## config.mk

```make
export PLATFORM = sky130hd
export DESIGN_NAME = qspi_rom_reader_flat
export DESIGN_NICKNAME = d
export VERILOG_FILES = /design/src/rtl/qspi_rom_reader_if.sv /design/src/rtl/qspi_rom_reader.sv /design/src/flat_wrapper.sv
export SDC_FILE = /design/constraint.sdc
export NUM_CORES = 1
export LEC_CHECK = 0
export CAP_MARGIN = 15
export CORE_ASPECT_RATIO = 0.75
export CORE_UTILIZATION = 45
export CTS_CLUSTER_DIAMETER = 50
export DETAILED_ROUTE_END_ITERATION = 10
export GPL_ROUTABILITY_DRIVEN = 1
export PLACE_DENSITY = 0.73
export SLEW_MARGIN = 20
export SYNTH_ARGS = -nofsm -noshare
export SYNTH_HDL_FRONTEND = slang
export SYNTH_SLANG_ARGS = --single-unit
export TNS_END_PERCENT = 5
```

## constraint.sdc

```tcl
create_clock -name clk -period 5.3 [get_ports clk]
set_input_delay 0.795 -clock clk [delete_from_list [all_inputs] [get_ports clk]]
set_output_delay 0.795 -clock clk [all_outputs]
set_load 0.01 [all_outputs]
```

## src/rtl/qspi_rom_reader_if.sv

```systemverilog
// Host-side request/response bundle between the cartridge address decode and the QSPI ROM reader.
interface qspi_rom_reader_if #(
    parameter int ADDR_W = 12
);
    logic              req;
    logic [ADDR_W-1:0] addr;
    logic              busy;
    logic              valid;
    logic [7:0]        rdata;

    modport master (output req, addr, input busy, valid, rdata);
    modport slave  (input req, addr, output busy, valid, rdata);
endinterface

```

## src/rtl/qspi_rom_reader.sv

```systemverilog
// Quad-SPI ROM read initiator: one byte per request, command/address/dummy/data nibbles,
// two clk cycles per nibble (sclk low then high).
//
// state   | meaning
// --------+-------------------------------------------------------------
// S_IDLE  | select high, waiting for req
// S_CMD   | shifting out the two command nibbles
// S_ADDR  | shifting out the six 24-bit address nibbles, MSB first
// S_DUMMY | DUMMY turnaround nibbles, bus released
// S_DATA  | two data nibbles captured from io_in
// S_DONE  | select high, valid pulse, rdata presented
module qspi_rom_reader #(
    parameter int         ADDR_W = 12,
    parameter int         DUMMY  = 4,
    parameter logic [7:0] CMD    = 8'hEB
) (
    input  logic                clk,
    input  logic                rst_n,
    qspi_rom_reader_if.slave    host,
    output logic                select,
    output logic                sclk,
    output logic [3:0]          io_out,
    output logic [3:0]          io_oe,
    input  logic [3:0]          io_in
);
    localparam int         N          = 10 + DUMMY;
    localparam logic [4:0] NIB_LAST   = 5'(N - 1);
    localparam logic [4:0] NIB_PEN    = 5'(N - 2);
    localparam logic [4:0] DATA_FIRST = 5'(8 + DUMMY);

    typedef enum logic [2:0] {
        S_IDLE,
        S_CMD,
        S_ADDR,
        S_DUMMY,
        S_DATA,
        S_DONE
    } state_t;

    state_t            state;
    state_t            nx_state;
    logic [4:0]        nib;
    logic [4:0]        nib_nx;
    logic [ADDR_W-1:0] addr_q;
    logic [23:0]       faddr;
    logic [3:0]        shadow;
    logic [3:0]        nx_out;
    logic [3:0]        nx_oe;
    logic              busy_q;
    logic              valid_q;
    logic [7:0]        rdata_q;

    assign host.busy  = busy_q;
    assign host.valid = valid_q;
    assign host.rdata = rdata_q;

    // What the next nibble drives, decided from its index across the whole frame.
    always_comb begin
        nib_nx   = nib + 5'd1;
        faddr    = 24'(addr_q);
        nx_out   = 4'h0;
        nx_oe    = 4'h0;
        nx_state = S_DATA;
        if (nib_nx < 5'd2)
            nx_state = S_CMD;
        else if (nib_nx < 5'd8)
            nx_state = S_ADDR;
        else if (nib_nx < DATA_FIRST)
            nx_state = S_DUMMY;
        case (nib_nx)
            5'd1:    nx_out = CMD[3:0];
            5'd2:    nx_out = faddr[23:20];
            5'd3:    nx_out = faddr[19:16];
            5'd4:    nx_out = faddr[15:12];
            5'd5:    nx_out = faddr[11:8];
            5'd6:    nx_out = faddr[7:4];
            5'd7:    nx_out = faddr[3:0];
            default: nx_out = 4'h0;
        endcase
        if (nib_nx < 5'd8)
            nx_oe = 4'hF;
    end

    always_ff @(posedge clk or negedge rst_n) begin
        if (!rst_n) begin
            state   <= S_IDLE;
            nib     <= 5'd0;
            addr_q  <= '0;
            shadow  <= 4'h0;
            select  <= 1'b1;
            sclk    <= 1'b0;
            io_out  <= 4'h0;
            io_oe   <= 4'h0;
            busy_q  <= 1'b0;
            valid_q <= 1'b0;
            rdata_q <= 8'h00;
        end else begin
            valid_q <= 1'b0;
            case (state)
                S_IDLE: begin
                    if (host.req) begin
                        addr_q <= host.addr;
                        nib    <= 5'd0;
                        select <= 1'b0;
                        sclk   <= 1'b0;
                        busy_q <= 1'b1;
                        io_out <= CMD[7:4];
                        io_oe  <= 4'hF;
                        state  <= S_CMD;
                    end
                end
                S_DONE: begin
                    busy_q <= 1'b0;
                    state  <= S_IDLE;
                end
                default: begin
                    if (!sclk) begin
                        sclk <= 1'b1;
                    end else begin
                        // End of a high phase: the flash has had the whole phase to settle io_in.
                        sclk <= 1'b0;
                        if (state == S_DATA && nib == NIB_PEN)
                            shadow <= io_in;
                        if (nib == NIB_LAST) begin
                            rdata_q <= {shadow, io_in};
                            valid_q <= 1'b1;
                            select  <= 1'b1;
                            io_out  <= 4'h0;
                            io_oe   <= 4'h0;
                            state   <= S_DONE;
                        end else begin
                            nib    <= nib_nx;
                            io_out <= nx_out;
                            io_oe  <= nx_oe;
                            state  <= nx_state;
                        end
                    end
                end
            endcase
        end
    end
endmodule
```

## src/flat_wrapper.sv

```systemverilog
// flat-port wrapper written by rule: the top's interface ports become plain ports
module qspi_rom_reader_flat 
#(
    parameter int         ADDR_W = 12,
    parameter int         DUMMY  = 4,
    parameter logic [7:0] CMD    = 8'hEB
)
  (clk, rst_n, select, sclk, io_out, io_oe, io_in, host_req, host_addr, host_busy, host_valid, host_rdata);
  qspi_rom_reader_if #(.ADDR_W(ADDR_W)) host_i ();
  input  logic clk;
  input  logic rst_n;
  output logic select;
  output logic sclk;
  output logic [3:0] io_out;
  output logic [3:0] io_oe;
  input  logic [3:0] io_in;
  input wire logic [$bits(host_i.req)-1:0] host_req;
  input wire logic [$bits(host_i.addr)-1:0] host_addr;
  output wire logic [$bits(host_i.busy)-1:0] host_busy;
  output wire logic [$bits(host_i.valid)-1:0] host_valid;
  output wire logic [$bits(host_i.rdata)-1:0] host_rdata;
  assign host_i.req = host_req;
  assign host_i.addr = host_addr;
  assign host_busy = host_i.busy;
  assign host_valid = host_i.valid;
  assign host_rdata = host_i.rdata;
  qspi_rom_reader #(.ADDR_W(ADDR_W), .DUMMY(DUMMY), .CMD(CMD)) u_core (.clk(clk), .rst_n(rst_n), .host(host_i), .select(select), .sclk(sclk), .io_out(io_out), .io_oe(io_oe), .io_in(io_in));
endmodule
```

==> results of run 1 <==
through the flow:
step | total power [W] | area (um2) | instances
after floorplan | 0.000966 | 2210 | 189
after global placement | 0.00112 | 2550 | 272
after detailed placement | 0.00113 | 2550 | 272
after CTS | 0.00135 | 2650 | 280
after global routing | 0.00145 | 2650 | 280
final | 0.00134 | 2650 | 280
layout make-up:
cell class	count	area (um2)
tap	57	71.3
fill	408	1920
inverter	3	11.3
multi-input combinational	133	1070
clock inverter	3	25.0
sequential	41	1030
timing repair buffer	38	375
clock buffer	5	68.8
synthesized netlist by cell type, drive strengths merged, types with 3 or more instances:
library cell,count
a21oi,10
a22oi,3
buf,11
dfrtp,40
ha,6
inv,3
mux2,25
mux2i,3
nand2,12
nand2b,5
nand3,3
nor2,13
nor2b,3
o21ai,13
worst reg2reg max path, delay by kind of cell (launching register included):
kind / cells / cell delay, ns
compound gates: 4 / 0.86
flops: 1 / 0.49
fa+ha+maj: 1 / 0.40
simple gates: 1 / 0.24
report_power, final:
group | leakage (nW) | switching (W) | total [W] | internal [W]
Sequential | 0.508 | 0.000113 | 0.000524 | 0.000412
Clock | 0.0447 | 0.000117 | 0.000212 | 0.0000950
Combinational | 0.547 | 0.000297 | 0.000606 | 0.000309
Total | 1.10 | 0.000526 | 0.00134 | 0.000816
cells in the final DEF, fill, tap and decap left out, types with 5 or more instances in the layout:
cell type / count
nand2b_1: 5
nand2_1: 10
clkdlybuf4s50_1: 37
mux2_2: 21
clkbuf_8: 5
ha_1: 6
dfrtp_1: 40
nor2_1: 11
a21oi_1: 8
o21ai_0: 10
state kept, by name, indices dropped and copies added, names as in the netlist:
| register | count |
|---|---|
| u_core.host.valid | 1 |
| u_core.io_oe | 1 |
| u_core.host.rdata | 8 |
| u_core.addr_q | 12 |
| u_core.select | 1 |
| u_core.state | 3 |
| u_core.host.busy | 1 |
| u_core.shadow | 4 |
| u_core.io_out | 4 |
| u_core.nib | 5 |
| u_core.sclk | 1 |
worst paths after layout:
kind | cells past startpoint | from | end | slack (ns)
worst max-delay path | 1 | u_core.sclk | sclk | 3.03
worst min-delay path | 1 | u_core.addr_q[4] | u_core.addr_q[4] | 0.49
worst max register to register | 6 | u_core.nib[0] | u_core.io_out[0] | 3.21
worst min register to register | 1 | u_core.addr_q[4] | u_core.addr_q[4] | 0.49
max in group asynchronous | 1 | rst_n | u_core.addr_q[3] | 4.11
min in group asynchronous | 1 | rst_n | u_core.nib[4] | 0.61
cells by family after synthesis:
logic type,Yosys count,synth area share
AND/OR/NAND/NOR,49,0.147
flip-flops,41,0.466
multiplexers,28,0.141
buffers and inverters,15,0.0499
adder cells (fa/ha/maj),6,0.0340
AO/OA/AOI/OAI,47,0.150
XOR/XNOR,3,0.0119
layer usage:
layer  share of wire  up-vias  routed length [um]  track usage
met5               0        -                   0            0
met4           0.025        0                 106       0.0905
met3           0.045       12                 196       0.0449
met2            0.43       37                1870        0.266
met1            0.50      773                2140        0.266
li1                -      745                   -            -
==> flow_summary.yaml, run 1 <==
power:
  power_density_mw_per_mm2: 507
  vdd_drop_max_mv: 0.344
  p_leak_nw: 1.10
outcome:
  outcome: "finished clean"
timing:
  timing.fmax_ghz: 0.441
  max_slew.worst_pin.slew_ns: 0.907
  grt_setup_unrepaired: "no"
  fin_crit_sh: 0.428
  fin_ws_ns: 3.03
  setup-tns-final_ns: 0
  whs_ns: 0.493
  relSlewSlack: 0.395
  finalClockSkew_ns: 0.00491
  slew_viol_final: 0
  period_needed_ns: 2.27
  hold_violations: 0
  setup_viol: 0
grt:
  grt_usage: 0.187
  grt_pass1_wl_um: 7620
  grt_start_max_net_pins: 42
  grt_antenna_before_repair: 0
  overflow: 0
  grt_pass1_vias: 1563
critical_path:
  worstPathRequired_ns: 4.51
  cp.buffers_inverters: 1
  end_kind: "primary output"
  crit_path_max_fanout: 12
  critPathMaxStageDelay_ns: 0.61
  worstPathCellList: "clkdlybuf4s50_1"
  critPathLaunchType: "flop"
  crit_slowest_cell: "clkdlybuf4s50_1"
  crit_type: "flop to primary output"
  crit_arrival_ns: 1.47
  worst_path_dominant_cell_family: "buffers and inverters"
cells_and_area:
  n_antenna_cell: 0
  area_delta_synth_final_pct: 20.0
  final_nets: 247
  final_util: 0.579
  drive_gt1_frac: 0.215
clock_network:
  cts_tree: "done"
  cts-root-buf: "clkbuf_8"
  post_cts_resized: 0
  clock_sinks: 41
  cts_max_path_buffers: 2
  cts_setup_buffers: 0
  hold_buffers: 0
  cts_htree_levels: 2
  cts_made_buffers: 5
  insertion_delay_ns: 0.30
  path_clk_slew_ns: 0.08
synth:
  async_reset_ff_frac: 1.00
  syn_nets: 214
  synth_cell_types: 58
  synth_top_area_cell: "dfrtp_1"
  yosysWarningCount: 0
  syn_inst: 189
  synthFlopType: "dfrtp_1"
  synth_seq_cells: 41
  yosys.area.top_type_share: 0.454
  postSynthAreaPerCell_um2: 11.7
  syn_area_mm2: 0.00221
  synth_edf_count: 0
  synth_seq_area_share: 0.466
  yosys-top-cells-area: "dfrtp_1 (45%), mux2_2 (11%), ha_1 (3.4%)"
floorplanning:
  start_util: 0.482
  ios: 39
  die-area_mm2: 0.00519
  core_area_mm2: 0.00457
  rows: 21
  die_h_um: 62.6
  die_width_um: 82.8
routing:
  drc: 0
  drt-total-wl_um: 4310
  first_pass_iters: 4
  viasPerCell: 5.60
  dr.first_iter.drc_count: 92
  antenna_left: 0
  avgRoutedWirePerCell_um: 15.4
  vias: 1567
place:
  port_buffers: 38
  place_ws_ns: 2.82
  dpl.hpwl_um: 3070
  routabilityCongestion: 0.784
worst_hold_path:
  hold_class: "flop to flop"
run:
  cap_violations: 0
(Power assumes the default switching activity.)
==> run 2: changes to the inputs <==
--- a/config.mk
+++ b/config.mk
@@ -11,7 +11,7 @@
 export CTS_CLUSTER_DIAMETER = 50
 export DETAILED_ROUTE_END_ITERATION = 10
 export GPL_ROUTABILITY_DRIVEN = 1
-export PLACE_DENSITY = 0.73
+export PLACE_DENSITY = 0.76
 export SLEW_MARGIN = 20
 export SYNTH_ARGS = -nofsm -noshare
 export SYNTH_HDL_FRONTEND = slang
==> constraint.sdc (replaced) <==
create_clock -name clk -period 1.82 [get_ports clk]
set_input_delay 0.273 -clock clk [delete_from_list [all_inputs] [get_ports clk]]
set_output_delay 0.273 -clock clk [all_outputs]
set_load 0.01 [all_outputs]
==> run 2 against run 1 <==
  * Non-clock buffer count grew 13
  * First-iteration DRC count shrank 35%
  * Utilization grew 3.1 points
  * Critical endpoint is now u_core.io_out[0]
  * Largest cell class unchanged
==> flow_summary.yaml, run 2 (synthesized netlist as in run 1, its figures left out) <==
critical_path:
  startpoint: "u_core.nib[0]"
  reg2reg_depth: 6
  r2r-end: "u_core.io_out[0]"
  end_kind: "flop"
  worstPathRequired_ns: 2.01
  r2r_setup_slack_ns: 0.06
  crit_type: "flop to flop"
  r2r-start: "u_core.nib[0]"
  critPathLaunchType: "flop"
  crit_path_max_fanout: 6
  crit_arrival_ns: 1.95
clock_network:
  clock_sinks: 41
  cts_made_buffers: 5
  path_clk_slew_ns: 0.09
  cts-root-buf: "clkbuf_8"
  insertion_delay_ns: 0.30
  cts_htree_levels: 2
  cts_tree: "done"
  cts_max_path_buffers: 2
floorplanning:
  start_util: 0.482
  rows: 21
  die_h_um: 62.6
  ios: 39
  die_width_um: 82.8
  die-area_mm2: 0.00519
  core_area_mm2: 0.00457
power:
  seqPwrFrac: 0.371
  power_density_mw_per_mm2: 1470
  p_leak_nw: 1.17
  power_switching_w: 0.00159
  combinationalPowerShare: 0.482
  p_int_w: 0.00252
  total_power_w: 0.00411
  clockPowerShare: 0.147
  vdd_drop_max_mv: 0.735
  p_sw_frac: 0.387
timing:
  max_slew.worst_pin.slew_ns: 0.505
  fin_crit_sh: 0.967
  finalClockSkew_ns: 0.00750
  hold_violations: 0
  relSlewSlack: 0.663
  slew_viol_final: 0
  grt_setup_unrepaired: "yes"
  timing.fmax_ghz: 0.568
  fin_ws_ns: 0.0608
  setup_viol: 0
  period_needed_ns: 1.76
  setup-tns-final_ns: 0
routing:
  viasPerCell: 5.57
  first_pass_iters: 4
  vias: 1633
  antenna_left: 0
  avgRoutedWirePerCell_um: 15.4
  dr.first_iter.drc_count: 60
  drc: 0
  drt-total-wl_um: 4520
cells_and_area:
  n_antenna_cell: 0
  drive_gt1_frac: 0.280
  largest_reg_flops: 12
  area_delta_synth_final_pct: 26.4
  final_nets: 260
  layout_common_cells: "clkdlybuf4s50_1 (37), dfrtp_1 (37), mux2_2 (21)"
  largest-register: "u_core.addr_q"
grt:
  grt_pass1_wl_um: 7730
  overflow: 0
  grt_antenna_before_repair: 0
  grt_start_max_net_pins: 19
  grt_pass1_vias: 1538
  grt_usage: 0.190
outcome:
  outcome: "finished clean"
place:
  port_buffers: 38
  dpl.hpwl_um: 3340
  routabilityCongestion: 0.851
  place_ws_ns: -0.00242
run:
  cap_violations: 0
worst_hold_path:
  hold_class: "primary input to async pin"
run 2: cell count changes in the layout (fill, tap and decap cells not counted), sizes merged:
cell | before | now
clkinv | 1 | 3
clkinvlp | 1 | 0
inv | 4 | 3
dlygate4sd3 | 0 | 1
buf | 1 | 13
run 2: per-stage QoR:
stage,instances,hold slack (ns),util,area (um2)
floorplan,189,-0.0226,-,2210
global placement,283,0.223,0.580,2650
detailed placement,283,0.229,0.580,2650
CTS,292,0.455,0.606,2770
global route,293,0.485,0.610,2790
finish,293,0.444,0.610,2790
run 2: cell type report:
type / count / area, um2
Fill cell: 386 / 1780
Multi-Input combinational cell: 133 / 1100
Sequential cell: 41 / 1030
Timing Repair Buffer: 51 / 488
Tap cell: 57 / 71.3
Clock buffer: 5 / 68.8
Clock inverter: 3 / 22.5
Inverter: 3 / 11.3
run 2: how the worst max path moves through the flow:
stage          depth (start not counted)  slack, ns          endpoint
2_1_floorplan                          7       0.02  u_core.io_out[0]
3_3_place_gp                           5       0.04  u_core.io_out[0]
3_5_place_dp                           5     -0.002  u_core.io_out[0]
4_1_cts                                7       0.02   u_core.state[2]
5_1_grt                                7      -0.02   u_core.state[0]
6_report                               6       0.06  u_core.io_out[0]
run 2: layer usage:
layer,share of wire,track usage
met5,0,0
met4,0.011,0.0517
met3,0.052,0.0449
met2,0.44,0.277
met1,0.50,0.282
run 2: what timing repair did:
action | in CTS | in global routing
endpoints found under the hold margin | 16 | 0
hold buffers | 1 | 0
endpoints found under the setup margin | 1 | 19
resized for setup | 2 | 2
buffers inserted | 0 | 1
pin swaps | 1 | 3
run 2: power groups by stage:
| stage | sequential, W | combinational, W | clock [W] |
|---|---|---|---|
| floorplan | 0.00143 | 0.00139 | 0 |
| global placement | 0.00152 | 0.00190 | 0 |
| detailed placement | 0.00153 | 0.00194 | 0 |
| CTS | 0.00151 | 0.00199 | 0.000627 |
| global route | 0.00157 | 0.00218 | 0.000671 |
| finish | 0.00153 | 0.00198 | 0.000603 |
run 2: critical path, stage by stage, from the launching register on:
cell,delay [ns]
dfrtp_2,0.47
ha_4,0.21
and2b_4,0.17
a21oi_2,0.12
o22ai_2,0.10
a221o_1,0.34
a32o_1,0.25
==> run 3: changes to the inputs <==
==> constraint.sdc (replaced) <==
create_clock -name clk -period 1.55 [get_ports clk]
set_input_delay 0.2325 -clock clk [delete_from_list [all_inputs] [get_ports clk]]
set_output_delay 0.2325 -clock clk [all_outputs]
set_load 0.01 [all_outputs]
==> run 3 against run 2 <==
  * The run now ends with negative setup slack left
  * Final cell count rose by 7.8%
  * Setup slack got worse by 0.20 ns
  * Sequential share of layout area fell by 2.9 points
  * Highest routed layer unchanged
==> flow_summary.yaml, run 3 (synthesized netlist as in run 1, its figures left out) <==
timing:
  max_slew.worst_pin.slew_ns: 0.628
  relSlewSlack: 0.581
  timing.fmax_ghz: 0.593
  slew_viol_final: 0
  grt_setup_unrepaired: "yes"
  whs_ns: 0.488
  hold_violations: 0
  fin_ws_ns: -0.135
  finalClockSkew_ns: 0.00480
  fin_crit_sh: 1.09
  setup_viol: 22
  period_needed_ns: 1.69
power:
  power_density_mw_per_mm2: 1750
  total_power_w: 0.00530
  p_leak_nw: 1.31
  vdd_drop_max_mv: 1.13
grt:
  met2_usage: 0.307
  grt_start_max_net_pins: 29
  grt_antenna_before_repair: 0
  grt_usage: 0.198
  grt_util_met1: 0.285
  grt_pass1_vias: 1717
  grt_pass1_wl_um: 8250
  overflow: 0
  grt-busiest-layer: "met2"
  grtUsageMet3: 0.0423
clock_network:
  cts_tree: "done"
  cts_max_path_buffers: 2
  insertion_delay_ns: 0.30
  path_clk_slew_ns: 0.09
  cts-root-buf: "clkbuf_8"
  cts_made_buffers: 5
  clock_sinks: 41
  cts_htree_levels: 2
cells_and_area:
  drive_gt1_frac: 0.394
  seq_area_mm2: 0.00103
  largest-register: "u_core.addr_q"
  nFillCells: 361
  layout_common_cells: "clkdlybuf4s50_1 (34), buf_4 (34), dfrtp_1 (34)"
  n_antenna_cell: 0
  finalInstanceArea_mm2: 0.00303
  multi_input_area_mm2: 0.00116
  largest_reg_flops: 12
  area_delta_synth_final_pct: 37.5
  final_nets: 283
floorplanning:
  die-area_mm2: 0.00519
  start_util: 0.482
  rows: 21
  core_area_mm2: 0.00457
  die_h_um: 62.6
  die_width_um: 82.8
  ios: 39
critical_path:
  critPathMaxStageDelay_ns: 0.46
  worstPathCellList: "ha_4 -> and2b_4 -> a21oi_2 -> o22ai_2 -> a221o_1 -> a32o_1"
  critPathLaunchType: "flop"
  worst_path_dominant_cell_family: "compound AO/OA/AOI/OAI gates"
  crit_slowest_cell: "dfrtp_2"
  crit_arrival_ns: 1.87
  cp.buffers_inverters: 0
  end_kind: "flop"
  worstPathRequired_ns: 1.74
  crit_type: "flop to flop"
  crit_path_max_fanout: 8
place:
  dpl.hpwl_um: 3490
  port_buffers: 38
  placed_area_mm2: 0.00283
  place_ws_ns: -0.153
  routabilityCongestion: 0.800
routing:
  antenna_left: 0
  drt-total-wl_um: 4820
  avgRoutedWirePerCell_um: 15.2
  drc: 0
  vias: 1710
  dr.first_iter.drc_count: 82
  viasPerCell: 5.41
  first_pass_iters: 4
outcome:
  violations: "negative setup slack"
  outcome: "finished with violations"
run:
  cap_violations: 0
worst_hold_path:
  hold_class: "primary input to async pin"
[run 3: cell types whose count changed in the layout (fill, tap and decap cells not counted), sizes merged]
cell | before | now
dlygate4sd2 | 0 | 1
clkdlybuf4s50 | 37 | 34
buf | 13 | 36
inv | 3 | 4
clkinv | 3 | 1
clkinvlp | 0 | 1
dlymetal6s2s | 0 | 2
[run 3: worst register-to-register path, cell delays in order, from the launching register on]
cell and delay [ns]:
dfrtp_2 0.46, ha_4 0.22, and2b_4 0.18, a21oi_2 0.11, o22ai_2 0.09, a221o_1 0.30
a32o_1 0.22
[run 3: report_power, final]
part	total, W	internal (W)	switching, W
Clock	0.000738	0.000325	0.000412
Combinational	0.00282	0.00150	0.00131
Sequential	0.00174	0.00142	0.000319
[run 3: layout make-up]
type                            count  area share
Multi-Input combinational cell    133       0.382
Sequential cell                    41       0.341
Timing Repair Buffer               74       0.219
Tap cell                           57      0.0235
Clock buffer                        5      0.0227
Clock inverter                      3     0.00825
Inverter                            3     0.00371
[run 3: path summary, 6_finish.rpt]
path,slack (ns),startpoint,to,cells after the start
worst max-delay path,-0.14,u_core.nib[0],u_core.io_out[0],6
worst max register to register,-0.14,u_core.nib[0],u_core.io_out[0],6
worst min-delay path,0.49,rst_n,u_core.io_oe[2],2
min in group clk,0.50,u_core.shadow[1],u_core.host.rdata[5],1
max in group asynchronous,0.49,rst_n,u_core.state[2],3
worst min register to register,0.50,u_core.shadow[1],u_core.host.rdata[5],1
[run 3: per-layer routing]
metal	part of all wire	vias up	routed length (um)
met1	0.50	847	2400
met5	0	-	0
met4	0.0056	0	27
li1	-	821	-
met3	0.042	5	203
met2	0.45	37	2190
[run 3: timing repair]
action | in CTS | in global routing
pin swaps | 0 | 5
hold buffers | 1 | 0
endpoints found under the hold margin | 25 | 0
buffers inserted | 1 | 0
resized for setup | 7 | 22
setup endpoints to repair | 27 | 40
[run 3: per-stage QoR]
step,TNS (ns),instances,utilization
finish,-1.02,316,0.664
global route,-2.80,316,0.664
CTS,-1.72,316,0.649
detailed placement,-2.05,306,0.620
global placement,-1.60,306,0.620
floorplan,-0.443,189,-
